<file path="src/rtl/stage_decode_pipe.sv">
// Decode stage with a registered F/D -> D/X boundary, register-read address decode and flush.
// Define LOAD_USE_INTERLOCK_EN to add the load-use scoreboard and interlock (HAZ_DEPTH deep).
module stage_decode_pipe #(
  parameter int unsigned HAZ_DEPTH = 1,
  parameter logic [4:0]  BEX_REG   = 5'd30,
  parameter logic [4:0]  LW_OPC    = 5'b01000
) (
  input  logic        clock,
  input  logic        reset_n,
  input  logic        fd_valid,
  input  logic [31:0] fd_insn,
  input  logic [31:0] fd_pc,
  output logic        fd_ready,
  input  logic        flush,
  output logic [4:0]  ctrl_readRegA,
  output logic [4:0]  ctrl_readRegB,
  output logic        dx_valid,
  input  logic        dx_ready,
  output logic [31:0] dx_insn,
  output logic [31:0] dx_pc,
  output logic        stall
);

  localparam logic [4:0] OPC_R    = 5'b00000;
  localparam logic [4:0] OPC_J    = 5'b00001;
  localparam logic [4:0] OPC_BNE  = 5'b00010;
  localparam logic [4:0] OPC_JAL  = 5'b00011;
  localparam logic [4:0] OPC_JR   = 5'b00100;
  localparam logic [4:0] OPC_BLT  = 5'b00110;
  localparam logic [4:0] OPC_SW   = 5'b00111;
  localparam logic [4:0] OPC_SETX = 5'b10101;
  localparam logic [4:0] OPC_BEX  = 5'b10110;

  logic [4:0]  fd_opc, fd_rd, fd_rs, fd_rt;
  logic        r_insn, bex_insn, src_a_used, src_b_used;
  logic        hazard, advance, accept;
  logic        sb0_vld;
  logic [4:0]  sb0_dst;
  logic        dx_valid_q, dx_valid_d;
  logic [31:0] dx_insn_q, dx_insn_d;
  logic [31:0] dx_pc_q, dx_pc_d;

  function automatic logic src_hit(input logic vld, input logic [4:0] dst,
                                   input logic a_used, input logic [4:0] a,
                                   input logic b_used, input logic [4:0] b);
    return vld && (dst != 5'd0) && ((a_used && (dst == a)) || (b_used && (dst == b)));
  endfunction

  assign fd_opc = fd_insn[31:27];
  assign fd_rd  = fd_insn[26:22];
  assign fd_rs  = fd_insn[21:17];
  assign fd_rt  = fd_insn[16:12];

  // F/D side: read addresses decode from the raw word, valid or not
  always_comb begin
    r_insn        = (fd_opc == OPC_R);
    bex_insn      = (fd_opc == OPC_BEX);
    ctrl_readRegA = bex_insn ? BEX_REG : fd_rs;
    ctrl_readRegB = r_insn ? fd_rt : fd_rd;
    src_a_used    = !((fd_opc == OPC_J) || (fd_opc == OPC_JAL) || (fd_opc == OPC_SETX));
    src_b_used    = r_insn || (fd_opc == OPC_SW) || (fd_opc == OPC_BNE) ||
                    (fd_opc == OPC_BLT) || (fd_opc == OPC_JR);
  end

  // The D/X register itself is scoreboard entry 0
  assign sb0_vld = dx_valid_q && (dx_insn_q[31:27] == LW_OPC);
  assign sb0_dst = dx_insn_q[26:22];

`ifdef LOAD_USE_INTERLOCK_EN
  logic tail_hit;

  if (HAZ_DEPTH > 1) begin : g_sb_tail
    localparam int N = int'(HAZ_DEPTH) - 1;
    logic [N-1:0] vld_q, vld_d;
    logic [4:0]   dst_q [N];
    logic [4:0]   dst_d [N];

    // Loads that already left D/X; advances only when execute consumes D/X
    always_comb begin
      vld_d = vld_q;
      dst_d = dst_q;
      if (dx_ready) begin
        vld_d[0] = sb0_vld;
        dst_d[0] = sb0_dst;
        for (int k = 1; k < N; k++) begin
          vld_d[k] = vld_q[k-1];
          dst_d[k] = dst_q[k-1];
        end
      end
    end

    always_comb begin
      tail_hit = 1'b0;
      for (int k = 0; k < N; k++) begin
        if (src_hit(vld_q[k], dst_q[k], src_a_used, ctrl_readRegA, src_b_used, ctrl_readRegB))
          tail_hit = 1'b1;
      end
    end

    always_ff @(posedge clock or negedge reset_n) begin
      if (!reset_n) begin
        vld_q <= '0;
        for (int k = 0; k < N; k++) dst_q[k] <= 5'd0;
      end else begin
        vld_q <= vld_d;
        dst_q <= dst_d;
      end
    end
  end else begin : g_sb_none
    assign tail_hit = 1'b0;
  end

  assign hazard = fd_valid && !flush &&
                  (src_hit(sb0_vld, sb0_dst, src_a_used, ctrl_readRegA, src_b_used, ctrl_readRegB)
                   || tail_hit);
`else
  logic unused_interlock;
  assign unused_interlock = ^{src_a_used, src_b_used, sb0_vld, sb0_dst, HAZ_DEPTH[0]};
  assign hazard = 1'b0;
`endif

  assign advance  = dx_ready || !dx_valid_q;
  assign accept   = advance && !hazard;
  assign fd_ready = flush || accept;
  assign stall    = hazard && advance;

  // D/X boundary: flush beats accept beats bubble beats hold
  always_comb begin
    dx_valid_d = dx_valid_q;
    dx_insn_d  = dx_insn_q;
    dx_pc_d    = dx_pc_q;
    if (flush) begin
      dx_valid_d = 1'b0;
    end else if (accept) begin
      dx_valid_d = fd_valid;
      dx_insn_d  = fd_insn;
      dx_pc_d    = fd_pc;
    end else if (advance) begin
      dx_valid_d = 1'b0;
    end
  end

  always_ff @(posedge clock or negedge reset_n) begin
    if (!reset_n) begin
      dx_valid_q <= 1'b0;
      dx_insn_q  <= 32'd0;
      dx_pc_q    <= 32'd0;
    end else begin
      dx_valid_q <= dx_valid_d;
      dx_insn_q  <= dx_insn_d;
      dx_pc_q    <= dx_pc_d;
    end
  end

  assign dx_valid = dx_valid_q;
  assign dx_insn  = dx_insn_q;
  assign dx_pc    = dx_pc_q;

endmodule

</file>
<file path="config.mk">
export PLATFORM = sky130hd
export DESIGN_NAME = stage_decode_pipe
export DESIGN_NICKNAME = d
export VERILOG_FILES = /design/src/rtl/stage_decode_pipe.sv
export SDC_FILE = /design/constraint.sdc
export NUM_CORES = 1
export LEC_CHECK = 0
export CAP_MARGIN = 20
export CORE_ASPECT_RATIO = 1.1
export CORE_UTILIZATION = 40
export DETAILED_ROUTE_END_ITERATION = 6
export PLACE_DENSITY = 0.92
export SLEW_MARGIN = 20
export SYNTH_ARGS = -nofsm -noshare
export SYNTH_HDL_FRONTEND = slang
export SYNTH_SLANG_ARGS = --single-unit
</file>
<file path="constraint.sdc">
create_clock -name clock -period 1.75 [get_ports clock]
set_input_delay 0.2625 -clock clock [delete_from_list [all_inputs] [get_ports clock]]
set_output_delay 0.2625 -clock clock [all_outputs]
set_load 0.02 [all_outputs]
</file>
==> reports/results.ini <==
[setup_path]
path_max_fanout=3
endpoint_kind=output port
rrSetupSlack_ns=0.38
required_ns=1.49
path_class=in2out
crit_path_end=ctrl_readRegB[0]
critPathLaunch=fd_insn[29]
critical_path_arrival_ns=1.42
r2r_cells=4
r2r_end=dx_insn[14]$_DFFE_PN0P_
critPathLaunchType=input port
regToRegStartpoint=dx_valid$_DFFE_PN0P_

[synth]
syn-num-nets=224
avgSynthCellArea_um2=18.55
synth-edff-count=0
yosys.area.top_type=dfrtp_1
synth_top_cell_area_share_pct=56.57
postSynthCellCount=155
yosysMostFrequentCell=dfrtp_1
yosysUniqueCellTypes=14
yosys-top-cells-area=dfrtp_1 (57%), mux2_4 (31%), buf_12 (4.2%)
ys_seq_area_share_pct=56.57
yosys-top-cells-count=dfrtp_1 (65), mux2_4 (60), mux2_2 (9)
synthArstFlopShare_pct=100.0
synthesis.area_mm2=0.002875
ys_warn_count=0
synth_flop_cell=dfrtp_1
synth-seq-cells=65

[timing]
finClkSkew_ns=0.009690
fin_crit_sh_pct=96.40
timing.hold.ws_ns=0.2100
final-setup-viol-count=0
setup_slack_ns=0.06292
period_minus_slack_ns=1.687
fmax_mhz=592.7
slew_viol_final=0
timing_hold_violations_final=0
rsz0062_at_grt=false

[clocking]
htree_levels=3
clock_sinks=65
clk_latency_ns=0.32
clk_pin_slew_ns=0.07
cts_root_buf=clkbuf_8
cts_made_buffers=9
cts_tree=built
cts_buffer_depth=2

[drt]
drt_iter0_drc=48
drc=0
wl_per_cell_um=16.42
ant_nets=0
dr.pass1.iters=4
wl_um=6749
via_per_inst=4.608
vias=1894

[finish]
syn_to_final_growth_pct=62.62
nNetsFinal=391
diodes=0
layout-drive-gt1-share_pct=35.58

[global_routing]
grt_max_degree=66
grt.total_usage_pct=18.99
grt_pass1_wl_um=11030
grt_overflow=0
grt_antenna_before_repair=0
grt_pass1_vias=2094

[place]
place.gp.congestion=0.7410
place_ws_ns=-0.6615
port-buffer-count=144
dp_hpwl_um=5067

[hold_path]
holdCritPathClass=in2reg

[pwr]
power_leakage_uw=0.002128
powerDensity_mw_per_mm2=949.1
max-vdd-ir-drop_mv=0.5331

[die]
core-area_mm2=0.006967
ioPinCount=146
dieArea_mm2=0.007531
rows=32
start_util_pct=41.27
die_y_um=90.92
die_x_um=82.84

[flow_run]
maxCapViolCount=0

[outcome]
outcome=complete, no violations

[report_power, final]
group	switching (uW)	leakage (uW)	total, uW	internal, uW
Clock	526	0.000112	1330	804
Combinational	533	0.00126	1310	775
Sequential	109	0.000761	1800	1690
[sequential cells by signal, summed over array words and instances, names as in the netlist]
name and count:
dx_insn 32, dx_valid 1, dx_pc 32
[worst min-delay path by stage]
| stage | startpoint | end | cells past startpoint |
|---|---|---|---|
| 2_1_floorplan | reset_n | dx_insn[0]$_DFFE_PN0P_ | 0 |
| 3_3_place_gp | reset_n | dx_insn[19]$_DFFE_PN0P_ | 2 |
| 3_5_place_dp | reset_n | dx_insn[19]$_DFFE_PN0P_ | 2 |
| 4_1_cts | fd_insn[30] | dx_insn[30]$_DFFE_PN0P_ | 2 |
| 5_1_grt | fd_insn[30] | dx_insn[30]$_DFFE_PN0P_ | 2 |
| 6_report | fd_insn[30] | dx_insn[30]$_DFFE_PN0P_ | 2 |
[timing repair]
item	in CTS	in global routing
setup endpoints to repair	11	6
endpoints found under the hold margin	65	0
pin swaps	2	2
setup buffers	0	0
resized for setup	44	9
hold buffers	1	0
[placed cells by master, fill, tap and decap left out]
cell and instances:
buf_4 15, clkdlybuf4s50_1 127, and2_1 1, conb_1 1, clkbuf_2 3, nor2b_4 1, clkbuf_8 13, nand2b_1 5
dfrtp_1 65, clkinv_2 1, nor2_1 2, nand4_1 1, buf_12 3, nor4b_4 1, nor2_8 1, buf_2 2
mux2_2 6, nor2_2 1, buf_6 5, bufinv_16 1, dlygate4sd2_1 7, mux2_4 63, dlygate4sd3_1 1
[layout make-up]
class	instances	area, um^2
Fill cell	520	2291
Sequential cell	65	1627
Timing Repair Buffer	163	1597
Multi-Input combinational cell	83	1132
Clock buffer	13	178.9
Tap cell	85	106.4
Clock inverter	2	35.03
[critical path: stages]
cell and delay, ns:
dlygate4sd2_1 0.26, nor4b_4 0.25, buf_4 0.20, mux2_4 0.32, buf_6 0.13
[metal layers]
layer | vias up | global-route usage [%] | part of all wire (%)
li1 | 873 | - | -
met1 | 936 | 22.54 | 39
met2 | 74 | 33.33 | 54
met3 | 11 | 4.570 | 5.2
met4 | 0 | 6.897 | 1.3
met5 | - | 0 | 0
[logic make-up (layout without fill, tap and decap cells)]
group / count (synthesis) / after routing / share of synthesized area, %
multiplexers: 69 / 69 / 34.86
buffers and inverters: 7 / 178 / 4.439
flip-flops: 65 / 65 / 56.57
AND/OR/NAND/NOR: 13 / 13 / 4.004
other: 1 / 1 / 0.1304
[through the flow]
stage / TNS, ns / std cells / area (um^2) / utilization [%] / total power [uW]
2_1_floorplan: 0 / 155 / 2875 / - / 2469
3_3_place_gp: -4.817 / 395 / 4463 / 64.06 / 3111
3_5_place_dp: -5.505 / 395 / 4463 / 64.06 / 3145
4_1_cts: 0 / 411 / 4684 / 67.24 / 4495
5_1_grt: 0 / 411 / 4676 / 67.12 / 4627
6_report: 0 / 411 / 4676 / 67.12 / 4438
No activity file was read; power rests on OpenSTA's default activity.
